<file path="src/rtl/pio_ctrl_ext_if.sv">
// Avalon-MM slave bus bundle for pio_ctrl_ext: word address, read/write strobes, data.
// Reads have fixed latency 1 and there is no waitrequest; a strobe is accepted on every clock it is high.
interface pio_ctrl_ext_if;
    logic [2:0]  avs_address;
    logic        avs_read;
    logic        avs_write;
    logic [31:0] avs_writedata;
    logic [31:0] avs_readdata;

    modport master (
        output avs_address, avs_read, avs_write, avs_writedata,
        input  avs_readdata
    );

    modport slave (
        input  avs_address, avs_read, avs_write, avs_writedata,
        output avs_readdata
    );
endinterface

</file>
<file path="src/rtl/pio_ctrl_ext.sv">
// Parametrised PIO: per-bit direction, set/clear writes, synchronised inputs with sticky
// edge capture and maskable irq, and per-bit hardware blink from a programmable prescaler.
module pio_ctrl_ext #(
    parameter int               WIDTH      = 10,
    parameter logic [WIDTH-1:0] RESET_OUT  = '0,
    parameter logic [WIDTH-1:0] RESET_DIR  = '1,
    parameter int               EDGE_TYPE  = 0,
    parameter int               PRESCALE_W = 24
) (
    input  logic             clk_clk,
    input  logic             reset_reset_n,
    pio_ctrl_ext_if.slave    avs,
    output logic             irq,
    input  logic [WIDTH-1:0] pio_in,
    output logic [WIDTH-1:0] pio_out,
    output logic [WIDTH-1:0] pio_oe
);

    localparam logic [2:0] A_DATA   = 3'd0;
    localparam logic [2:0] A_DIR    = 3'd1;
    localparam logic [2:0] A_MASK   = 3'd2;
    localparam logic [2:0] A_EDGE   = 3'd3;
    localparam logic [2:0] A_OUTSET = 3'd4;
    localparam logic [2:0] A_OUTCLR = 3'd5;
    localparam logic [2:0] A_BEN    = 3'd6;
    localparam logic [2:0] A_BPER   = 3'd7;

    logic [WIDTH-1:0]      out_reg, dir_reg, mask_reg, edge_reg, ben_reg;
    logic [WIDTH-1:0]      sync1, sync2, prev;
    logic [WIDTH-1:0]      edge_det, wdata;
    logic [PRESCALE_W-1:0] blink_per, prescaler, wper;
    logic                  blink_phase;
    logic [31:0]           rd_mux, readdata_q;
    logic                  wr_data, wr_dir, wr_mask, wr_edge, wr_set, wr_clr, wr_ben, wr_per;
    logic                  unused_wdata;

    assign wdata        = avs.avs_writedata[WIDTH-1:0];
    assign wper         = avs.avs_writedata[PRESCALE_W-1:0];
    assign unused_wdata = &{1'b0, avs.avs_writedata};

    assign wr_data = avs.avs_write && (avs.avs_address == A_DATA);
    assign wr_dir  = avs.avs_write && (avs.avs_address == A_DIR);
    assign wr_mask = avs.avs_write && (avs.avs_address == A_MASK);
    assign wr_edge = avs.avs_write && (avs.avs_address == A_EDGE);
    assign wr_set  = avs.avs_write && (avs.avs_address == A_OUTSET);
    assign wr_clr  = avs.avs_write && (avs.avs_address == A_OUTCLR);
    assign wr_ben  = avs.avs_write && (avs.avs_address == A_BEN);
    assign wr_per  = avs.avs_write && (avs.avs_address == A_BPER);

    always_comb begin
        edge_det = '0;
        if (EDGE_TYPE == 0)      edge_det = sync2 & ~prev;
        else if (EDGE_TYPE == 1) edge_det = ~sync2 & prev;
        else                     edge_det = sync2 ^ prev;
    end

    always_comb begin
        rd_mux = '0;
        case (avs.avs_address)
            A_DATA:  rd_mux = 32'((dir_reg & out_reg) | (~dir_reg & sync2));
            A_DIR:   rd_mux = 32'(dir_reg);
            A_MASK:  rd_mux = 32'(mask_reg);
            A_EDGE:  rd_mux = 32'(edge_reg);
            A_BEN:   rd_mux = 32'(ben_reg);
            A_BPER:  rd_mux = 32'(blink_per);
            default: rd_mux = '0;
        endcase
    end

    // Input synchroniser plus prev stage: a pin change reaches edge_reg on the third clock.
    always_ff @(posedge clk_clk or negedge reset_reset_n) begin
        if (!reset_reset_n) begin
            sync1 <= '0;
            sync2 <= '0;
            prev  <= '0;
        end else begin
            sync1 <= pio_in;
            sync2 <= sync1;
            prev  <= sync2;
        end
    end

    always_ff @(posedge clk_clk or negedge reset_reset_n) begin
        if (!reset_reset_n) begin
            out_reg  <= RESET_OUT;
            dir_reg  <= RESET_DIR;
            mask_reg <= '0;
            edge_reg <= '0;
            ben_reg  <= '0;
        end else begin
            if (wr_data)     out_reg <= wdata;
            else if (wr_set) out_reg <= out_reg | wdata;
            else if (wr_clr) out_reg <= out_reg & ~wdata;
            if (wr_dir)  dir_reg  <= wdata;
            if (wr_mask) mask_reg <= wdata;
            if (wr_ben)  ben_reg  <= wdata;
            // A fresh edge in the same cycle as its W1C keeps the bit set.
            edge_reg <= (edge_reg & ~(wr_edge ? wdata : '0)) | edge_det;
        end
    end

    // Blink prescaler: phase holds for blink_per+1 clocks; period 0 means steady on.
    always_ff @(posedge clk_clk or negedge reset_reset_n) begin
        if (!reset_reset_n) begin
            blink_per   <= '0;
            prescaler   <= '0;
            blink_phase <= 1'b1;
        end else if (wr_per) begin
            blink_per   <= wper;
            prescaler   <= wper;
            blink_phase <= 1'b1;
        end else if (blink_per == '0) begin
            prescaler   <= '0;
            blink_phase <= 1'b1;
        end else if (prescaler == '0) begin
            prescaler   <= blink_per;
            blink_phase <= ~blink_phase;
        end else begin
            prescaler <= prescaler - 1'b1;
        end
    end

    always_ff @(posedge clk_clk or negedge reset_reset_n) begin
        if (!reset_reset_n)     readdata_q <= '0;
        else if (avs.avs_read)  readdata_q <= rd_mux;
    end

    assign avs.avs_readdata = readdata_q;
    assign irq     = |(edge_reg & mask_reg);
    assign pio_oe  = dir_reg;
    assign pio_out = out_reg & (~ben_reg | {WIDTH{blink_phase}});

endmodule

</file>
<file path="src/flat_wrapper.sv">
// flat-port wrapper written by rule: the top's interface ports become plain ports
module pio_ctrl_ext_flat 
#(
    parameter int               WIDTH      = 10,
    parameter logic [WIDTH-1:0] RESET_OUT  = '0,
    parameter logic [WIDTH-1:0] RESET_DIR  = '1,
    parameter int               EDGE_TYPE  = 0,
    parameter int               PRESCALE_W = 24
)
  (clk_clk, reset_reset_n, irq, pio_in, pio_out, pio_oe, avs_avs_address, avs_avs_read, avs_avs_write, avs_avs_writedata, avs_avs_readdata);
  pio_ctrl_ext_if avs_i ();
  input  logic clk_clk;
  input  logic reset_reset_n;
  output logic irq;
  input  logic [WIDTH-1:0] pio_in;
  output logic [WIDTH-1:0] pio_out;
  output logic [WIDTH-1:0] pio_oe;
  input wire logic [$bits(avs_i.avs_address)-1:0] avs_avs_address;
  input wire logic [$bits(avs_i.avs_read)-1:0] avs_avs_read;
  input wire logic [$bits(avs_i.avs_write)-1:0] avs_avs_write;
  input wire logic [$bits(avs_i.avs_writedata)-1:0] avs_avs_writedata;
  output wire logic [$bits(avs_i.avs_readdata)-1:0] avs_avs_readdata;
  assign avs_i.avs_address = avs_avs_address;
  assign avs_i.avs_read = avs_avs_read;
  assign avs_i.avs_write = avs_avs_write;
  assign avs_i.avs_writedata = avs_avs_writedata;
  assign avs_avs_readdata = avs_i.avs_readdata;
  pio_ctrl_ext #(.WIDTH(WIDTH), .RESET_OUT(RESET_OUT), .RESET_DIR(RESET_DIR), .EDGE_TYPE(EDGE_TYPE), .PRESCALE_W(PRESCALE_W)) u_core (.clk_clk(clk_clk), .reset_reset_n(reset_reset_n), .avs(avs_i), .irq(irq), .pio_in(pio_in), .pio_out(pio_out), .pio_oe(pio_oe));
endmodule
</file>
<file path="config.mk">
export PLATFORM = sky130hd
export DESIGN_NAME = pio_ctrl_ext_flat
export DESIGN_NICKNAME = d
export VERILOG_FILES = /design/src/rtl/pio_ctrl_ext_if.sv /design/src/rtl/pio_ctrl_ext.sv /design/src/flat_wrapper.sv
export SDC_FILE = /design/constraint.sdc
export NUM_CORES = 1
export LEC_CHECK = 0
export ABC_CLOCK_PERIOD_IN_PS = 5250
export CAP_MARGIN = 30
export CORE_ASPECT_RATIO = 0.6
export CORE_MARGIN = 3
export CORE_UTILIZATION = 55
export DETAILED_ROUTE_END_ITERATION = 12
export GPL_ROUTABILITY_DRIVEN = 1
export HOLD_SLACK_MARGIN = 0.02
export PLACE_DENSITY = 0.81
export SLEW_MARGIN = 0
export SYNTH_ARGS = -nofsm -noshare
export SYNTH_HDL_FRONTEND = slang
export SYNTH_SLANG_ARGS = --single-unit
</file>
<file path="constraint.sdc">
create_clock -name clk_clk -period 5.25 [get_ports clk_clk]
set_clock_uncertainty 0.15 [all_clocks]
set_input_delay 1.05 -clock clk_clk [delete_from_list [all_inputs] [get_ports clk_clk]]
set_output_delay 1.05 -clock clk_clk [all_outputs]
set_load 0.02 [all_outputs]
</file>
# [Yosys cells after proc, flatten, opt, wreduce, memory -nomap -nowiden]
# Cells that the tools add are included.
[op_classes] addsub=1 muxes=11 n_reduce_logical=14 n_eq_ne=7 n_bitwise=17
[op_table] operator="case mux 32 bit (6 select lines)" count=1
[op_table] operator="2-to-1 mux 24 bit" count=3
[op_table] operator="AND 10 bit" count=6
[op_table] operator="zero test 24 bit" count=2
[op_table] operator="2-to-1 mux 10 bit" count=4
[op_table] operator="NOT 10 bit" count=4
[op_table] operator="AND 32 x 10 -> 32 bit" count=1
[op_table] operator="NOT 10 -> 32 bit" count=1
[op_table] operator="OR 32 bit" count=1
[op_table] operator="OR 10 bit" count=3
[op_table] operator="subtractor 24 x 1 -> 24 bit, second input constant" count=1
[op_table] operator="== test 3 bit, second input constant" count=4
[op_table] operator="OR reduction 10 bit" count=1
[op_table] operator="logical AND 1 bit" count=8
[op_table] operator="== test 3 x 2 -> 1 bit, second input constant" count=2
[op_table] operator="nonzero test 3 bit" count=2
[op_table] operator="== test 3 x 1 -> 1 bit, second input constant" count=1
[op_table] operator="zero test 3 bit" count=1
[op_table] operator="2-to-1 mux 1 bit" count=3
[op_table] operator="NOT 1 bit" count=1
[totals] elab_cells=62 ff_bits=161 inputBits=49

# [Longest topological paths before layout]
[logic_depth] word_depth=6 mapped_depth=9 depth_no_buf=7

# [Worst setup path after synthesis]
# Ideal clock, no wire load.
[synth_path] path_type="input-to-reg" startpoint="in avs_avs_address[0]" endpoint="reg u_core.prescaler[3]" required_ps=5017 slack_ps=2536 n_path_buf=3 arrival_time_ps=2481 path_stages=7 path_cell_list="clkbuf_1 > clkbuf_1 > nand2_1 > nor2_1 > clkbuf_1 > nand2_1 > o21ai_0"
[synth_between] elab_chain_cells=3
[synth_lines] item="from (decl)" line_no="flat_wrapper.sv:18" rtl="input wire logic [$bits(avs_i.avs_address)-1:0] avs_avs_address;"
[synth_lines] item="== test 3 bit" line_no="pio_ctrl_ext.sv:48" rtl="assign wr_per = avs.avs_write && (avs.avs_address == A_BPER);"
[synth_lines] item="logical AND 1 bit" line_no="pio_ctrl_ext.sv:48"
[synth_lines] item="2-to-1 mux 24 bit" line_no="pio_ctrl_ext.sv:108" rtl="end else if (wr_per) begin"
[synth_lines] item="to (signal assigned)" line_no="pio_ctrl_ext.sv:110" rtl="prescaler <= wper;"
[synth_lines] item="to (signal assigned)" line_no="pio_ctrl_ext.sv:116" rtl="prescaler <= blink_per;"
[synth_lines] item="to (signal assigned)" line_no="pio_ctrl_ext.sv:119" rtl="prescaler <= prescaler - 1'b1;"
[synth_lines] item="to (decl)" line_no="pio_ctrl_ext.sv:31" rtl="logic [PRESCALE_W-1:0] blink_per, prescaler, wper;"
# Every way passes these cells.
# A chain may end at the register's enable or synchronous reset.

# [Final worst setup path]
[layout_path] startpoint="reg u_core.blink_phase" endpoint="out pio_out[3]"
[layout_between] elab_chain_cells=2
[layout_lines] item="from (decl)" line_no="pio_ctrl_ext.sv:32" rtl="logic blink_phase;"
[layout_lines] item="from (signal assigned)" line_no="pio_ctrl_ext.sv:117" rtl="blink_phase <= ~blink_phase;"
[layout_lines] item="OR 10 bit" line_no="pio_ctrl_ext.sv:131" rtl="assign pio_out = out_reg & (~ben_reg | {WIDTH{blink_phase}});"
[layout_lines] item="AND 10 bit" line_no="pio_ctrl_ext.sv:131"
[layout_lines] item="to (decl)" line_no="flat_wrapper.sv:16" rtl="output logic [WIDTH-1:0] pio_out;"
# Every way passes these cells.

==> results.cfg <==
[logic_synthesis]
syn_area_per_cell_sq_um = 10.4
synth-xor-area-share_pct = 1.77
netlist_instances = 667
async_flop_share_pct = 100
ys.flop_type = dfrtp_1
ys_types = 51
synth_area_sq_mm = 0.00691
synth.mux.area_fraction_pct = 7.86
seq_area_frac_synth_pct = 55.6
ys.warnings.count = 0
ys_ff_latch = 153
synth_edf_count = 0
synthAdderAreaFrac_pct = 0.362
synth-compound-area-share_pct = 15.3
synth-simple-area-share_pct = 14.6
synth_top_family_by_area = compound AO/OA/AOI/OAI gates

[power]
pwr_density_cell_mw_per_mm2 = 422
fin_total_pwr_mw = 3.59
p_leak_nw = 3.67
peakVddDrop_v = 0.000256

[cts]
cts_buffers = 17
ctsHtreeMaxLevel = 4
path_clk_slew_ns = 0.06
cts.sinks = 153
post_cts_resized = 0
insertion_delay_ns = 0.42
clk_root_buffer_cell = clkbuf_16
postCtsSetupRepairBufs = 0
cts_buffer_depth = 2
cts_hold_buf = 0
cts_tree = built

[finish]
final_common_cell = dfrtp_1
layout.cells.most_common_list = 142 x dfrtp_1, 107 x nand2_1, 84 x clkdlybuf4s50_1
fin_area_sq_mm = 0.00852
ff_latch_area_sq_mm = 0.00384
diodes = 0
drive_gt1_share_pct = 13.7
final_nets = 802
area_delta_synth_final_pct = 23.2
fillCellCount = 862
multi_input_area_sq_mm = 0.00279

[hold_path]
min_delay_path_depth = 0
holdPathEnd = u_core.sync2[0]
hold_start = u_core.sync1[0]
min_path_type = flop to flop

[critical_path]
rrSetupSlack_ns = 2.25
critical_path_required_ns = 4.05
cp_cell_sequence = inv_1 > a21boi_0 > clkdlybuf4s50_1
reg2reg_from = u_core.prescaler[2]
endpoint_kind = output port
cp-start-kind = flop
r2r_end = u_core.prescaler[1]
crit_type = flop to output port
cp_slowest_cell = clkdlybuf4s50_1
r2r_cells = 5
cp_slowest_stage_delay_ns = 0.68
crit_fanout = 10
critPathArrivalTime_ns = 2.24
cp_top_family = buffers and inverters
critPathBufInv = 2

[detailed_routing]
via_per_inst = 6.13
routedWlPerCell_um = 19.8
top_layer = met4
drc_errors = 0
drt_first_pass_iters = 5
route.met2.wl_um = 8060
vias = 5692
totalWireLength_um = 18400
drtIter0Drc = 680
wl_met3_um = 1810
ant_nets = 0
drt-met1-wl_um = 8220

[sta]
rsz0062_at_grt = false
fmax_ghz = 0.290
holdWs_ns = 0.198
fin_ws_ns = 1.81
worst_pin_slew_ns = 0.999
hold_viol = 0
max_slew_margin_pct = 33.2
period_needed_ns = 3.44
min_period_over_period_pct = 65.6
drv_slew = 0
setup_tns_ns = 0
setup_viol = 0

[placement]
dp_slack_ns = 1.57
dp_hpwl_um = 12400
port_buffers = 85
gp_congestion = 0.946
placed_area_sq_mm = 0.00790

[global_routing]
track_usage_pct = 27.4
antenna_found_initial = 0
grt_max_degree = 85
grt_pass1_vias = 5419
grt_pass1_wl_um = 29200
gr-total-overflow = 0

[run_status]
status = finished clean

[die]
die_area_sq_mm = 0.0140
initial_core_util_pct = 56.7
core_region_area_sq_mm = 0.0122
num_rows = 31
die_w_um = 151
die_y_um = 92.8
ios = 102

[flow_run]
drv_cap = 0
stage by stage:
step	utilization, %	cells
floorplan	-	674
global placement	64.6	894
detailed placement	64.8	895
CTS	69.8	927
global route	69.9	929
finish	69.9	929
layout make-up:
type	instances	area share, %
Sequential cell	153	45.1
Clock buffer	20	5.13
Clock inverter	12	1.92
Inverter	27	1.19
Tap cell	165	2.42
Timing Repair Buffer	99	11.5
Multi-Input combinational cell	453	32.7
layer usage:
layer,vias to the layer above,GRT usage [%]
met5,-,0
met4,0,8.37
li1,2506,-
met2,291,39.0
met1,2862,40.3
met3,33,8.51
cell families (layout without fill, tap and decap cells):
logic type	after synthesis	in the layout
AND/OR/NAND/NOR	213	213
AO/OA/AOI/OAI	170	170
flip-flops	153	153
buffers and inverters	68	158
multiplexers	46	46
XOR/XNOR	14	14
adder cells (fa/ha/maj)	2	2
other	1	8
worst max-delay path by stage:
| stage | to | cells past startpoint | slack (ns) | startpoint |
|---|---|---|---|---|
| 6_report | pio_out[3] | 3 | 1.81 | u_core.blink_phase |
| 5_1_grt | pio_out[3] | 3 | 1.73 | u_core.blink_phase |
| 4_1_cts | pio_out[3] | 3 | 1.82 | u_core.blink_phase |
| 3_5_place_dp | u_core.prescaler[21] | 5 | 1.57 | avs_avs_address[1] |
| 3_3_place_gp | u_core.prescaler[21] | 5 | 1.55 | avs_avs_address[1] |
| 2_1_floorplan | u_core.prescaler[3] | 7 | 2.54 | avs_avs_address[0] |
synthesized netlist by cell type, types with 3 or more instances:
cell type  instances  area share (%)
nor2b_1            4            0.36
a211oi_1          11             1.2
buf_6              3            0.49
mux2i_1            7             1.0
o21ai_0           53             3.8
or3_1              4            0.36
nand2b_1           9            0.81
a22o_1            17             2.2
mux4_2             3            0.98
buf_4              8            0.87
a2bb2oi_1          6            0.76
nand4_1            3            0.27
a21oi_1           32             2.3
xnor2_1           10             1.3
o21ai_1           20             1.4
inv_1             27             1.5
nand2_1          107             5.8
or4_1              6            0.65
dfstp_2           11             4.2
a22oi_1            6            0.65
a21boi_0          10             1.1
mux2_2            36             5.9
o21a_1             3            0.33
clkbuf_1          26             1.4
o31a_1             5            0.63
nor3_1            13            0.94
or3b_2             6            0.76
xor2_1             4            0.51
nor2_1            36             2.0
nor4_1            11             1.0
dfrtp_1          142              51
power by group:
group / total [mW] / leakage (nW) / switching, mW / internal (mW)
sequential: 1.61 / 1.84 / 0.221 / 1.39
clock: 1.25 / 0.278 / 0.498 / 0.755
combinational: 0.732 / 1.55 / 0.375 / 0.357
Power figures use the tool's default switching activity.
